[src/rtl/cfir_win_if.sv]
// cfir_win_if: valid/ready handshake bundle for the 6-tap window builder.
// Carries the input pixel beat, the output tap window with its flags, and err_sol.
interface cfir_win_if #(
    parameter int PIX_W = 8
);
    logic [PIX_W-1:0] in_pix;
    logic             in_valid;
    logic             in_sol;
    logic             in_eol;
    logic             in_ready;
    logic [PIX_W-1:0] out_a;
    logic [PIX_W-1:0] out_b;
    logic [PIX_W-1:0] out_c;
    logic [PIX_W-1:0] out_d;
    logic [PIX_W-1:0] out_e;
    logic [PIX_W-1:0] out_f;
    logic             out_valid;
    logic             out_ready;
    logic             out_sol;
    logic             out_eol;
    logic             err_sol;

    modport master (
        output in_pix, in_valid, in_sol, in_eol, out_ready,
        input  in_ready, out_a, out_b, out_c, out_d, out_e, out_f,
        input  out_valid, out_sol, out_eol, err_sol
    );

    modport slave (
        input  in_pix, in_valid, in_sol, in_eol, out_ready,
        output in_ready, out_a, out_b, out_c, out_d, out_e, out_f,
        output out_valid, out_sol, out_eol, err_sol
    );
endinterface

[src/rtl/cfir_win.sv]
// cfir_win: builds 6-pixel windows (x-2..x+3) from a raster stream, with edge padding.
// Ports: clk, rst (async high), bus (cfir_win_if.slave): in_* beat, out_a..f window, flags.
// Option CFIR_WIN_ZERO_PAD_EN: pad line edges with zero instead of replicating.
module cfir_win #(
    parameter int PIX_W = 8,
    parameter int CNT_W = 12
) (
    input  logic         clk,
    input  logic         rst,
    cfir_win_if.slave    bus
);
    typedef enum logic [1:0] {IDLE, RUN, FLUSH} state_t;

    localparam logic [CNT_W-1:0] WMAX = CNT_W'((1 << CNT_W) - 3);

    state_t           r_state;
    logic [PIX_W-1:0] r_tap [6];
    logic [CNT_W-1:0] r_sc;
    logic [CNT_W-1:0] r_wlen;
    logic             r_valid;
    logic             r_sol;
    logic             r_eol;
    logic             r_err;

    logic             w_adv;
    logic [PIX_W-1:0] w_pad_sol;
    logic [PIX_W-1:0] w_pad_fl;
    logic [CNT_W-1:0] w_sc_nx;
    logic [CNT_W-1:0] w_wlen_nx;

    assign w_adv     = !r_valid || bus.out_ready;
    assign w_sc_nx   = r_sc + 1'b1;
    assign w_wlen_nx = r_wlen + 1'b1;

`ifdef CFIR_WIN_ZERO_PAD_EN
    assign w_pad_sol = '0;
    assign w_pad_fl  = '0;
`else
    assign w_pad_sol = bus.in_pix;
    assign w_pad_fl  = r_tap[5];
`endif

    assign bus.in_ready  = w_adv && (r_state != FLUSH);
    assign bus.out_a     = r_tap[0];
    assign bus.out_b     = r_tap[1];
    assign bus.out_c     = r_tap[2];
    assign bus.out_d     = r_tap[3];
    assign bus.out_e     = r_tap[4];
    assign bus.out_f     = r_tap[5];
    assign bus.out_valid = r_valid;
    assign bus.out_sol   = r_sol;
    assign bus.out_eol   = r_eol;
    assign bus.err_sol   = r_err;

    // The sol beat lands in f with the padding ahead of it, so three more
    // shifts (sc==3) bring p0 to c and the first window is complete.
    always_ff @(posedge clk or posedge rst) begin
        if (rst) begin
            r_state <= IDLE;
            for (int i = 0; i < 6; i++) r_tap[i] <= '0;
            r_sc    <= '0;
            r_wlen  <= '0;
            r_valid <= 1'b0;
            r_sol   <= 1'b0;
            r_eol   <= 1'b0;
            r_err   <= 1'b0;
        end else begin
            r_err <= 1'b0;
            if (w_adv) begin
                r_valid <= 1'b0;
                r_sol   <= 1'b0;
                r_eol   <= 1'b0;
                unique case (r_state)
                    IDLE, RUN: begin
                        if (bus.in_valid && bus.in_sol) begin
                            r_err <= (r_state == RUN);
                            for (int i = 0; i < 5; i++) r_tap[i] <= w_pad_sol;
                            r_tap[5] <= bus.in_pix;
                            r_sc     <= '0;
                            r_wlen   <= CNT_W'(1);
                            r_state  <= bus.in_eol ? FLUSH : RUN;
                        end else if (bus.in_valid && r_state == RUN) begin
                            for (int i = 0; i < 5; i++) r_tap[i] <= r_tap[i+1];
                            r_tap[5] <= bus.in_pix;
                            r_sc     <= w_sc_nx;
                            r_wlen   <= w_wlen_nx;
                            if (bus.in_eol || w_wlen_nx == WMAX) r_state <= FLUSH;
                            if (w_sc_nx >= CNT_W'(3)) begin
                                r_valid <= 1'b1;
                                r_sol   <= (w_sc_nx == CNT_W'(3));
                            end
                        end
                    end
                    FLUSH: begin
                        for (int i = 0; i < 5; i++) r_tap[i] <= r_tap[i+1];
                        r_tap[5] <= w_pad_fl;
                        r_sc     <= w_sc_nx;
                        if (w_sc_nx >= CNT_W'(3)) begin
                            r_valid <= 1'b1;
                            r_sol   <= (w_sc_nx == CNT_W'(3));
                            r_eol   <= (w_sc_nx == r_wlen + CNT_W'(2));
                        end
                        if (w_sc_nx == r_wlen + CNT_W'(2)) r_state <= IDLE;
                    end
                    default: r_state <= IDLE;
                endcase
            end
        end
    end
endmodule

[src/flat_wrapper.sv]
// flat-port wrapper written by rule: the top's interface ports become plain ports
module cfir_win_flat 
#(
    parameter int PIX_W = 8,
    parameter int CNT_W = 12
)
  (clk, rst, bus_in_pix, bus_in_valid, bus_in_sol, bus_in_eol, bus_out_ready, bus_in_ready, bus_out_a, bus_out_b, bus_out_c, bus_out_d, bus_out_e, bus_out_f, bus_out_valid, bus_out_sol, bus_out_eol, bus_err_sol);
  cfir_win_if #(.PIX_W(PIX_W)) bus_i ();
  input  logic clk;
  input  logic rst;
  input wire logic [$bits(bus_i.in_pix)-1:0] bus_in_pix;
  input wire logic [$bits(bus_i.in_valid)-1:0] bus_in_valid;
  input wire logic [$bits(bus_i.in_sol)-1:0] bus_in_sol;
  input wire logic [$bits(bus_i.in_eol)-1:0] bus_in_eol;
  input wire logic [$bits(bus_i.out_ready)-1:0] bus_out_ready;
  output wire logic [$bits(bus_i.in_ready)-1:0] bus_in_ready;
  output wire logic [$bits(bus_i.out_a)-1:0] bus_out_a;
  output wire logic [$bits(bus_i.out_b)-1:0] bus_out_b;
  output wire logic [$bits(bus_i.out_c)-1:0] bus_out_c;
  output wire logic [$bits(bus_i.out_d)-1:0] bus_out_d;
  output wire logic [$bits(bus_i.out_e)-1:0] bus_out_e;
  output wire logic [$bits(bus_i.out_f)-1:0] bus_out_f;
  output wire logic [$bits(bus_i.out_valid)-1:0] bus_out_valid;
  output wire logic [$bits(bus_i.out_sol)-1:0] bus_out_sol;
  output wire logic [$bits(bus_i.out_eol)-1:0] bus_out_eol;
  output wire logic [$bits(bus_i.err_sol)-1:0] bus_err_sol;
  assign bus_i.in_pix = bus_in_pix;
  assign bus_i.in_valid = bus_in_valid;
  assign bus_i.in_sol = bus_in_sol;
  assign bus_i.in_eol = bus_in_eol;
  assign bus_i.out_ready = bus_out_ready;
  assign bus_in_ready = bus_i.in_ready;
  assign bus_out_a = bus_i.out_a;
  assign bus_out_b = bus_i.out_b;
  assign bus_out_c = bus_i.out_c;
  assign bus_out_d = bus_i.out_d;
  assign bus_out_e = bus_i.out_e;
  assign bus_out_f = bus_i.out_f;
  assign bus_out_valid = bus_i.out_valid;
  assign bus_out_sol = bus_i.out_sol;
  assign bus_out_eol = bus_i.out_eol;
  assign bus_err_sol = bus_i.err_sol;
  cfir_win #(.PIX_W(PIX_W), .CNT_W(CNT_W)) u_core (.clk(clk), .rst(rst), .bus(bus_i));
endmodule
[config.mk]
export PLATFORM = sky130hd
export DESIGN_NAME = cfir_win_flat
export DESIGN_NICKNAME = d
export VERILOG_FILES = /design/src/rtl/cfir_win_if.sv /design/src/rtl/cfir_win.sv /design/src/flat_wrapper.sv
export SDC_FILE = /design/constraint.sdc
export NUM_CORES = 1
export LEC_CHECK = 0
export CAP_MARGIN = 40
export CORE_MARGIN = 2
export CORE_UTILIZATION = 54
export CTS_CLUSTER_DIAMETER = 120
export CTS_CLUSTER_SIZE = 8
export DETAILED_ROUTE_END_ITERATION = 10
export HOLD_SLACK_MARGIN = 0.05
export PLACE_DENSITY = 0.81
export SYNTH_ARGS = -nofsm -noshare
export SYNTH_HDL_FRONTEND = slang
export SYNTH_SLANG_ARGS = --single-unit
[constraint.sdc]
create_clock -name clk -period 2.8 [get_ports clk]
set_input_delay 0.56 -clock clk [delete_from_list [all_inputs] [get_ports clk]]
set_output_delay 0.56 -clock clk [all_outputs]
set_load 0.05 [all_outputs]
# Word level (Yosys, flattened, before mapping)
# Index checks and enable logic that the tools add are counted.
# word_totals
reg_bits	78
inputBits	14
out_inout_bits	53
elab_cells	68
# classes
addsub	3
n_lt_le_gt_ge	1
eq_ne	9
n_mux	27
bitwise	1
reduce_logical	14
# op_table
operator	count
2-to-1 mux 48 bit	2
case mux 48 bit (2 select lines)	1
2-to-1 mux 12 bit	4
adder 12 x 1 -> 12 bit (second input constant)	2
case mux 12 bit (2 select lines)	1
adder 12 x 2 -> 12 bit (second input constant)	1
== test 12 bit	1
== test 12 bit (second input constant)	1
== test 12 x 2 -> 1 bit (second input constant)	1
>= comparator 12 x 2 -> 1 bit (second input constant)	1
2-to-1 mux 1 bit	11
2-to-1 mux 2 bit	5
AND reduction 4 bit	2
inequality test 3 x 1 -> 1 bit (second input constant)	2
AND reduction 3 bit	2
case mux 1 bit (2 select lines)	2
case mux 2 bit (2 select lines)	1
nonzero test 2 bit	2
logical AND 1 bit	3
== test 2 x 1 -> 1 bit (second input constant)	1
== test 2 bit (second input constant)	1
logical NOT 2 bit	1
logical OR 1 bit	2
inequality test 2 x 1 -> 1 bit (second input constant)	1
4 further kinds	4

# Logic depth before layout (Yosys ltp)
# Gate-level depths: netlist of the first run.
# depth
word_depth	7
mapped_depth	9
depth_no_buf	8

# Worst setup path before layout of the first run
# Ideal clock, no wire load.
# synth_path
path_kind	register to output
start	register u_core.r_valid (netlist: u_core.bus.out_valid)
end	output bus_in_ready
t_arrival_ns	1.609
required_time_ns	2.240
slack_ns	0.631
path_stages_with_launch	4
n_path_buf	1
path_cell_list	dfrtp_1 > nor2b_1 > clkbuf_1 > nor2_1
# synth_via
elab_chain_cells	3
# synth_lines
element	line_no	text
from (decl)	cfir_win.sv:20	logic r_valid;
from (signal assigned)	cfir_win.sv:63	r_valid <= 1'b0;
from (signal assigned)	cfir_win.sv:70	r_valid <= 1'b0;
from (signal assigned)	cfir_win.sv:89	r_valid <= 1'b1;
logical NOT 1 bit	cfir_win.sv:31	assign w_adv = !r_valid || bus.out_ready;
logical OR 1 bit	cfir_win.sv:31	
logical AND 1 bit	cfir_win.sv:43	assign bus.in_ready = w_adv && (r_state != FLUSH);
to (decl)	flat_wrapper.sv:16	output wire logic [$bits(bus_i.in_ready)-1:0] bus_in_ready;
# Every way passes these cells.

# Worst setup path in the final report of the first run
# layout_path
start	register u_core.r_sc[0]
end	register u_core.r_state[1]
# layout_via
elab_chain_cells	4
# layout_lines
element	line_no	text
from (decl)	cfir_win.sv:18	logic [CNT_W-1:0] r_sc;
from (signal assigned)	cfir_win.sv:85	r_sc <= w_sc_nx;
from (signal assigned)	cfir_win.sv:97	r_sc <= w_sc_nx;
adder 12 x 1 -> 12 bit	cfir_win.sv:32	assign w_sc_nx = r_sc + 1'b1;
== test 12 bit	cfir_win.sv:103	if (w_sc_nx == r_wlen + CNT_W'(2)) r_state <= IDLE;
inequality test 2 x 1 -> 1 bit (no line)	--	
AND reduction 4 bit (no line)	--	
to (signal assigned)	cfir_win.sv:81	r_state <= bus.in_eol ? FLUSH : RUN;
to (decl)	cfir_win.sv:16	state_t r_state;
# Every way passes these cells.
# A chain may end at the register's enable or synchronous reset.

==> results of run 1 <==
[registers in the layout (all words and copies together) (netlist names), 2 cells and up]
| register | count |
|---|---|
| u_core.r_sc | 12 |
| u_core.r_wlen | 12 |
| u_core.bus.out_a | 8 |
| u_core.bus.out_b | 8 |
| u_core.bus.out_c | 8 |
| u_core.bus.out_d | 8 |
| u_core.bus.out_e | 8 |
| u_core.bus.out_f | 8 |
| u_core.r_state | 2 |
[critical path, cell delays in order, from the launching register on]
cell and delay (ps):
dfrtp_1 490, ha_1 360, and3_1 320, nand3_1 210, and3_1 230, nor4_1 240, o311ai_1 170, o21a_1 210
[layout by cell type (no fill, tap or decap), types with 2 or more instances in the layout]
| cell | count |
|---|---|
| o21a_1 | 4 |
| nand2b_1 | 3 |
| a31oi_1 | 5 |
| and2_1 | 2 |
| o211ai_1 | 2 |
| nor3_1 | 11 |
| and4_1 | 3 |
| nor2_1 | 25 |
| a21oi_1 | 9 |
| nand2_1 | 85 |
| nor2b_1 | 2 |
| clkdlybuf4s50_1 | 65 |
| o31ai_1 | 9 |
| o21ai_0 | 31 |
| dfrtp_1 | 78 |
| buf_4 | 14 |
| nor3b_1 | 2 |
| xnor2_1 | 23 |
| inv_6 | 3 |
| clkbuf_8 | 9 |
| ha_1 | 5 |
| xor2_1 | 5 |
| nand3_1 | 13 |
| or3_1 | 2 |
| inv_1 | 6 |
| clkinvlp_4 | 2 |
| nand4_1 | 6 |
| nor4_1 | 6 |
| nor3_2 | 2 |
| a22oi_1 | 39 |
| mux2_2 | 7 |
| and3_1 | 8 |
[how the worst min path moves through the flow]
stage	startpoint	to	slack (ps)	cells past startpoint
5_1_grt	u_core.bus.out_sol	u_core.bus.out_sol	540	2
2_1_floorplan	u_core.r_sc[11]	u_core.r_sc[11]	470	2
4_1_cts	u_core.bus.out_sol	u_core.bus.out_sol	510	2
6_report	u_core.r_sc[11]	u_core.r_sc[11]	520	2
3_3_place_gp	u_core.bus.out_sol	u_core.bus.out_sol	460	2
3_5_place_dp	u_core.bus.out_sol	u_core.bus.out_sol	490	2
[power by group through the flow]
stage	combinational (W)	sequential, W	clock, W
floorplan	0.00137	0.00304	0
global placement	0.00354	0.00195	0
detailed placement	0.00362	0.00198	0
CTS	0.00363	0.00196	0.000791
global route	0.00384	0.00202	0.000851
finish	0.00362	0.00196	0.000781
[per-stage QoR]
stage,instances,hold slack [ps],worst slack [ps]
CTS,613,513,499
floorplan,450,472,245
global placement,597,462,428
finish,613,518,463
global route,613,537,305
detailed placement,597,489,393
[layout make-up]
| type | count | area [um2] | area share [%] |
|---|---|---|---|
| Multi-Input combinational cell | 333 | 2030 | 39.9 |
| Sequential cell | 78 | 1950 | 38.4 |
| Timing Repair Buffer | 80 | 776 | 15.3 |
| Clock buffer | 9 | 124 | 2.44 |
| Tap cell | 99 | 124 | 2.44 |
| Clock inverter | 7 | 55.1 | 1.08 |
| Inverter | 7 | 26.3 | 0.517 |
[routing by layer]
metal	share of wire, %	vias up	global-route usage (%)	routed length, um
met1	42	1785	35.3	4460
met3	6.4	21	5.56	676
met4	2.5	0	11.4	264
li1	-	1724	-	-
met5	0	-	0	0
met2	49	169	42.7	5100
[cell families (layout without fill, tap and decap cells)]
group / count (synthesis) / in the layout
AND/OR/NAND/NOR: 182 / 182
AO/OA/AOI/OAI: 109 / 109
flip-flops: 78 / 78
buffers and inverters: 39 / 103
XOR/XNOR: 29 / 29
multiplexers: 8 / 8
adder cells (fa/ha/maj): 5 / 5
==> impl_metrics.yaml, run 1 <==
status:
  status: "finished clean"
clock_network:
  clockBufferDepth: 2
  post_cts_buffers: 0
  postCtsHoldBufs: 0
  cts_made_buffers: 9
  root_buffer: "clkbuf_8"
  cts_sinks: 78
  clk_latency_ps: 360
  cts_tree: "done"
  cts_max_level: 3
  cts.reportedPaths.clkPinSlew_ps: 90
  cts_resized: 0
pwr:
  finalPower_w: 0.00637
  power_report.internal_total_w: 0.00314
  peakVddDrop_mv: 0.806
  p_seq_share_pct: 30.8
  clkPwrFrac_pct: 12.3
  p_comb_share_pct: 56.9
  power.leakage_nw: 2.18
  power_switching_w: 0.00322
  power.density_nw_per_um2: 1250
  switching_share_pct: 50.6
cells_and_area:
  final_layout_size_suffix_gt1_share_pct: 9.92
  area_growth_pct: 22.8
  final_nets: 528
  final_util_pct: 69.3
  antenna_cells: 0
  fillers: 544
  fin_area_um2: 5080
floorplan:
  start_util_pct: 56.5
  num_rows: 31
  core_region_area_um2: 7330
  die_w_um: 91.6
  die_h_um: 91.6
  die-area_um2: 8380
  io_pins: 67
route:
  drt-vias-per-instance: 6.03
  routedWlPerCell_um: 17.1
  drtIter0Drc: 239
  firstDrtPassIters: 5
  finalWirelength_um: 10500
  via_count: 3699
  ant_nets: 0
  drc: 0
worst_setup_path:
  critPathCapture: "u_core.r_state[1]"
  worstSetupStartpoint: "u_core.r_sc[0]"
  r2r_cells: 7
  cp_data_arrival_time_ps: 2590
  cp_max_fo: 9
  r2r_start: "u_core.r_sc[0]"
  reg2reg_slack_ps: 460
  critPathKind: "flop to flop"
  critPathLaunchType: "flop"
  end_kind: "flop"
  r2r_end: "u_core.r_state[1]"
  crit_required_ps: 3050
placement:
  hpwl_um: 7600
  post_dp_cell_area_um2: 4900
  port_buffers: 66
  gp_congestion: 0.968
global_routing:
  grt_pass1_vias: 3530
  grt-ovfl-total: 0
  grt_util_all_layers_pct: 26.7
  grt_antenna_before_repair: 0
  grt_pass1_wl_um: 17700
  grt_max_degree: 53
yosys:
  yosysWarnings: 0
  synth_fa_ha_area_share_pct: 1.51
  synth_top_family_by_area: "simple AND/OR/NAND/NOR gates"
  synth_seq_cells: 78
  synth_nets: 469
  synth.area.mux_share_pct: 2.15
  synth_xor_area_share_pct: 6.47
  synth_edf_count: 0
  synthArstFlopShare_pct: 100
  synth_seq_area_share_pct: 47.2
  synth_simple_gate_area_share_pct: 21.3
  synthCells: 450
  synthDistinctLibCells: 53
  yosys.area.top_type: "dfrtp_1"
  syn_avg_cell_area_um2: 9.20
  yosysTopAreaCellShare_pct: 47.2
  syn_area_um2: 4140
  ys_top_cells_by_area: "dfrtp_1, nand2_1, a22oi_1"
  yosysMostFrequentCell: "nand2_1"
  synthTopCellsByCount: "nand2_1, dfrtp_1, a22oi_1, o21ai_0, nor2_1"
  synthFlopType: "dfrtp_1"
  synth_compound_area_share_pct: 17.4
timing:
  post-route-period-util_pct: 83.5
  tns_ps: 0
  max-slew-margin-rel_pct: 61.2
  fin_skew_ps: 13.3
  rsz0062_at_grt: "no"
  max_freq_mhz: 428
  finalHoldViolCount: 0
  tightest_slew_ps: 581
  period_needed_ps: 2340
  final_max_slew_viol_count: 0
  setup_violations: 0
flow_run:
  maxCapViolCount: 0
hold_path:
  hold_class: "flop to flop"
(Power assumes the default switching activity.)
==> run 2, diff against run 1 <==
==> constraint.sdc (replaced) <==
create_clock -name clk -period 2.2 [get_ports clk]
set_input_delay 0.44 -clock clk [delete_from_list [all_inputs] [get_ports clk]]
set_output_delay 0.44 -clock clk [all_outputs]
set_load 0.05 [all_outputs]
==> run 2 against run 1 <==
Setup slack got worse by 440 ps. Core utilization increased by 4.6 points. Final area increased by 6.6%. Sequential share of layout area decreased by 2.4 points. Total power increased by 34%. Cell count increased by 4.9%. Count of clock-buffer cells in the layout increased by 1. Critical path depth increased by 1. Clock power increased by 55%. Sequential power increased by 22%. Highest routed layer unchanged. Maximum frequency increased by 7.2%.
==> impl_metrics.yaml, run 2 (same netlist as run 1, synthesis figures left out) <==
clock_network:
  clockBufferDepth: 2
  cts_max_level: 3
  cts.reportedPaths.clkPinSlew_ps: 80
  root_buffer: "clkbuf_8"
  cts_tree: "done"
  cts_sinks: 78
  cts_made_buffers: 9
  clk_latency_ps: 360
timing:
  fin_skew_ps: 15.6
  setup_violations: 0
  post-route-period-util_pct: 99.1
  period_needed_ps: 2180
  finalHoldViolCount: 0
  final_max_slew_viol_count: 0
  max_freq_mhz: 459
  tightest_slew_ps: 546
  max-slew-margin-rel_pct: 63.5
route:
  drc: 0
  drt-vias-per-instance: 5.79
  via_count: 3724
  finalWirelength_um: 10600
  ant_nets: 0
  routedWlPerCell_um: 16.4
  drtIter0Drc: 324
  firstDrtPassIters: 5
floorplan:
  io_pins: 67
  core_region_area_um2: 7330
  die-area_um2: 8380
  die_h_um: 91.6
  num_rows: 31
  die_w_um: 91.6
  start_util_pct: 56.5
cells_and_area:
  antenna_cells: 0
  fin_area_um2: 5420
  final_nets: 558
  final_common_cell: "nand2_1"
  area_growth_pct: 30.9
  reg_top3: "u_core.r_sc x12, u_core.r_wlen x12"
  stdcell_count: 643
  final_layout_size_suffix_gt1_share_pct: 15.4
  final_cell_mix: "nand2_1, dfrtp_1, clkdlybuf4s50_1"
global_routing:
  grt_pass1_vias: 3569
  grt_use_met2_pct: 43.0
  grt.met1_usage_pct: 36.2
  grt_antenna_before_repair: 0
  grt_pass1_wl_um: 17700
  top_usage_layer: "met2"
  grt-ovfl-total: 0
  grt_util_all_layers_pct: 26.4
  grt_use_met3_pct: 3.90
  grt_max_degree: 79
pwr:
  power.leakage_nw: 2.36
  peakVddDrop_mv: 1.13
  power.density_nw_per_um2: 1570
worst_setup_path:
  r2r_end: "u_core.r_state[1]"
  crit_chain: "buf_4, nand3_1, or3_1, and3_1, nor4_1, o311ai_1, buf_4, o21a_1"
  reg2reg_slack_ps: 20
  critPathLaunchType: "flop"
  crit_required_ps: 2440
  end_kind: "flop"
  critPathSlowestCell: "dfrtp_1"
  r2r_start: "u_core.r_wlen[1]"
  r2r_cells: 8
  cpMostUsedCell: "buf_4"
  cp_max_fo: 4
  cp_data_arrival_time_ps: 2420
  critPathKind: "flop to flop"
  critical_path.max_stage_delay_ps: 410
hold_path:
  hold_start: "u_core.bus.out_sol"
  min_to: "u_core.bus.out_sol"
  hold_class: "flop to flop"
  hold_depth: 2
placement:
  gp_congestion: 0.910
  post_dp_cell_area_um2: 5180
  hpwl_um: 7510
  place_inst: 627
  port_buffers: 66
flow_run:
  maxCapViolCount: 0
status:
  status: "finished clean"
run 2: worst max path at each step:
| stage | start | endpoint | slack (ps) |
|---|---|---|---|
| floorplan | u_core.bus.out_valid | u_core.bus.out_c[3] | 120 |
| global placement | bus_in_valid | u_core.r_state[0] | -20 |
| detailed placement | bus_in_valid | u_core.r_state[0] | -70 |
| CTS | u_core.r_sc[0] | u_core.r_state[1] | 60 |
| global route | u_core.r_wlen[1] | u_core.r_state[1] | -4 |
| finish | u_core.r_wlen[1] | u_core.r_state[1] | 20 |
run 2: through the flow:
step | hold WS (ps) | setup TNS, ps | utilization [%] | setup WS [ps] | total power (W)
2_1_floorplan | 472 | 0 | - | 121 | 0.00562
3_3_place_gp | 464 | -40.7 | 70.7 | -23.7 | 0.00720
3_5_place_dp | 482 | -270 | 70.7 | -68.9 | 0.00733
4_1_cts | 501 | 0 | 73.7 | 56.3 | 0.00856
5_1_grt | 526 | -3.72 | 73.9 | -3.72 | 0.00900
6_report | 512 | 0 | 73.9 | 20.1 | 0.00853
run 2: cell type report:
class / count / area (um2)
clock buffer: 10 / 128
clock inverter: 6 / 93.8
fill: 532 / 1910
inverter: 7 / 30.0
multi-input combinational: 333 / 2040
sequential: 78 / 1950
tap: 99 / 124
timing repair buffer: 110 / 1050
run 2: timing repair:
action                                  in CTS  in global routing
buffers inserted                             0                  0
endpoints found under the setup margin       0                  2
gates resized for setup                      0                  3
hold buffers                                 0                  0
run 2: worst max-delay path: cells and delay by family (launching register included):
family / cells / cell delay (ps)
buffers and inverters: 2 / 320
DFF: 1 / 410
AOI/OAI and AO/OA: 2 / 370
and+or+nand+nor: 4 / 990
run 2: routing by layer:
layer	vias up	wire (um)	share of wire, %
li1	1785	-	-
met1	1814	4610	44
met2	108	5240	50
met3	17	525	5.0
met4	0	185	1.8
met5	-	0	0
run 2: report_power, final:
| group | internal (W) | switching (W) | leakage, nW |
|---|---|---|---|
| clock | 0.000649 | 0.000558 | 0.107 |
| combinational | 0.00180 | 0.00312 | 1.26 |
| sequential | 0.00197 | 0.000428 | 0.999 |
| total | 0.00442 | 0.00411 | 2.36 |
==> run 3, diff against run 2 <==
--- a/config.mk
+++ b/config.mk
@@ -6,6 +6,7 @@
 export NUM_CORES = 1
 export LEC_CHECK = 0
 export CAP_MARGIN = 40
+export CORE_ASPECT_RATIO = 2
 export CORE_MARGIN = 2
 export CORE_UTILIZATION = 54
 export CTS_CLUSTER_DIAMETER = 120
==> run 3 against run 2 <==
Clock skew is 6.4 ps lower. Combinational power down 1%. Final area rose by 1.7%. Non-clock buffer count up 2. Cell count fell by 0.62%. Total power is 4.0% higher. Maximum frequency up 3.1%. Sequential cell count is the same. Via count rose by 2.5%. Clock power rose by 30%. Register-to-register slack better by 70 ps.
==> impl_metrics.yaml, run 3 (same netlist as run 1, synthesis figures left out) <==
status:
  status: "finished clean"
placement:
  post_dp_cell_area_um2: 5160
  hpwl_um: 7360
  gp_congestion: 1.07
  port_buffers: 66
  place_ws_ps: -11.3
pwr:
  power.leakage_nw: 2.41
  finalPower_w: 0.00887
  peakVddDrop_mv: 1.19
  power.density_nw_per_um2: 1610
timing:
  max-slew-margin-rel_pct: 64.7
  post-route-period-util_pct: 96.1
  final_max_slew_viol_count: 0
  max_freq_mhz: 473
  setup_violations: 0
  finalHoldViolCount: 0
  fin_skew_ps: 9.20
  period_needed_ps: 2110
  setup_ws_ps: 85.4
  tightest_slew_ps: 528
clock_network:
  clk_latency_ps: 330
  root_buffer: "clkbuf_16"
  cts.reportedPaths.clkPinSlew_ps: 60
  clockBufferDepth: 2
  cts_tree: "done"
  cts_made_buffers: 9
  cts_max_level: 3
  postCtsHoldBufs: 0
  cts_sinks: 78
floorplan:
  core_region_area_um2: 7490
  die_w_um: 65.9
  num_rows: 45
  die_h_um: 128
  start_util_pct: 55.3
  die-area_um2: 8420
  io_pins: 67
worst_setup_path:
  cp_data_arrival_time_ps: 2330
  reg2reg_slack_ps: 90
  end_kind: "flop"
  r2r_end: "u_core.r_state[1]"
  r2r_cells: 8
  critPathLaunchType: "flop"
  cp_max_fo: 4
  critPathKind: "flop to flop"
  r2r_start: "u_core.r_wlen[1]"
  crit_required_ps: 2420
global_routing:
  grt_pass1_wl_um: 17900
  grt-ovfl-total: 0
  grt_pass1_vias: 3643
  grt_antenna_before_repair: 0
  grt_util_all_layers_pct: 27.5
  grt_max_degree: 79
route:
  wl_met2_um: 5240
  via_count: 3818
  drt-vias-per-instance: 5.97
  drtIter0Drc: 446
  wl_met3_um: 637
  ant_nets: 0
  drc: 0
  finalWirelength_um: 10600
  firstDrtPassIters: 6
  dr.max_layer_used: "met4"
  routedWlPerCell_um: 16.6
  met1_length_um: 4300
cells_and_area:
  fillers: 515
  reg_top3: "u_core.r_sc x12, u_core.r_wlen x12"
  final_layout_size_suffix_gt1_share_pct: 16.0
  final_nets: 560
  fin_area_um2: 5510
  final_cell_mix: "nand2_1, dfrtp_1, clkdlybuf4s50_1"
  final_common_cell: "nand2_1"
  antenna_cells: 0
  area_growth_pct: 33.2
hold_path:
  hold_depth: 2
  hold_start: "u_core.bus.out_eol"
  min_to: "u_core.bus.out_eol"
  hold_class: "flop to flop"
flow_run:
  maxCapViolCount: 0
[run 3: changes by cell type in the layout (fill, tap and decap cells not counted), sizes merged]
cell,change
inv,-2
buf,+2
clkbuf,+2
clkinvlp,-1
[run 3: layout make-up]
cell class	count	area [um2]	share of cell area [%]
multi-input combinational	333	2060	37.3
clock buffer	12	246	4.47
inverter	7	30.0	0.545
timing repair buffer	112	1040	18.9
sequential	78	1950	35.4
tap	94	118	2.13
clock inverter	3	68.8	1.25
[run 3: power breakdown]
part / internal, W / switching [W] / total, W
Sequential: 0.00198 / 0.000476 / 0.00245
Clock: 0.00102 / 0.000550 / 0.00157
Combinational: 0.00176 / 0.00309 / 0.00485
[run 3: through the flow]
stage          util, %  hold slack (ps)  setup TNS, ps  instances
4_1_cts           73.1              501              0        638
6_report          73.6              494              0        639
3_5_place_dp      68.9              490          -17.8        623
2_1_floorplan        -              472              0        450
5_1_grt           73.6              543          -21.6        639
3_3_place_gp      68.9              483              0        623
[run 3: repair_timing]
item                       4_1_cts  5_1_grt
resized for setup                0        6
setup buffers                    0        1
setup endpoints to repair        0        2
[run 3: how the worst max path moves through the flow]
stage | start | endpoint | cells after the start
2_1_floorplan | u_core.bus.out_valid | u_core.bus.out_c[3] | 9
3_3_place_gp | bus_in_sol | u_core.r_state[0] | 8
3_5_place_dp | bus_in_sol | u_core.r_state[0] | 8
4_1_cts | u_core.r_sc[1] | u_core.r_state[1] | 8
5_1_grt | u_core.r_wlen[1] | u_core.r_state[1] | 9
6_report | u_core.r_wlen[1] | u_core.r_state[1] | 8
[run 3: critical path, stage by stage, from the launching register on]
cell and delay (ps):
dfrtp_1 430, buf_4 170, nand3_1 90, or3_1 380, and3_1 200, nor4_2 240, o311ai_2 160, buf_4 160
o21a_1 170
[run 3: layer usage]
layer,vias to the layer above,global-route usage (%)
met3,31,5.62
met5,-,0
met2,162,42.7
li1,1783,-
met4,0,14.3
met1,1842,35.8
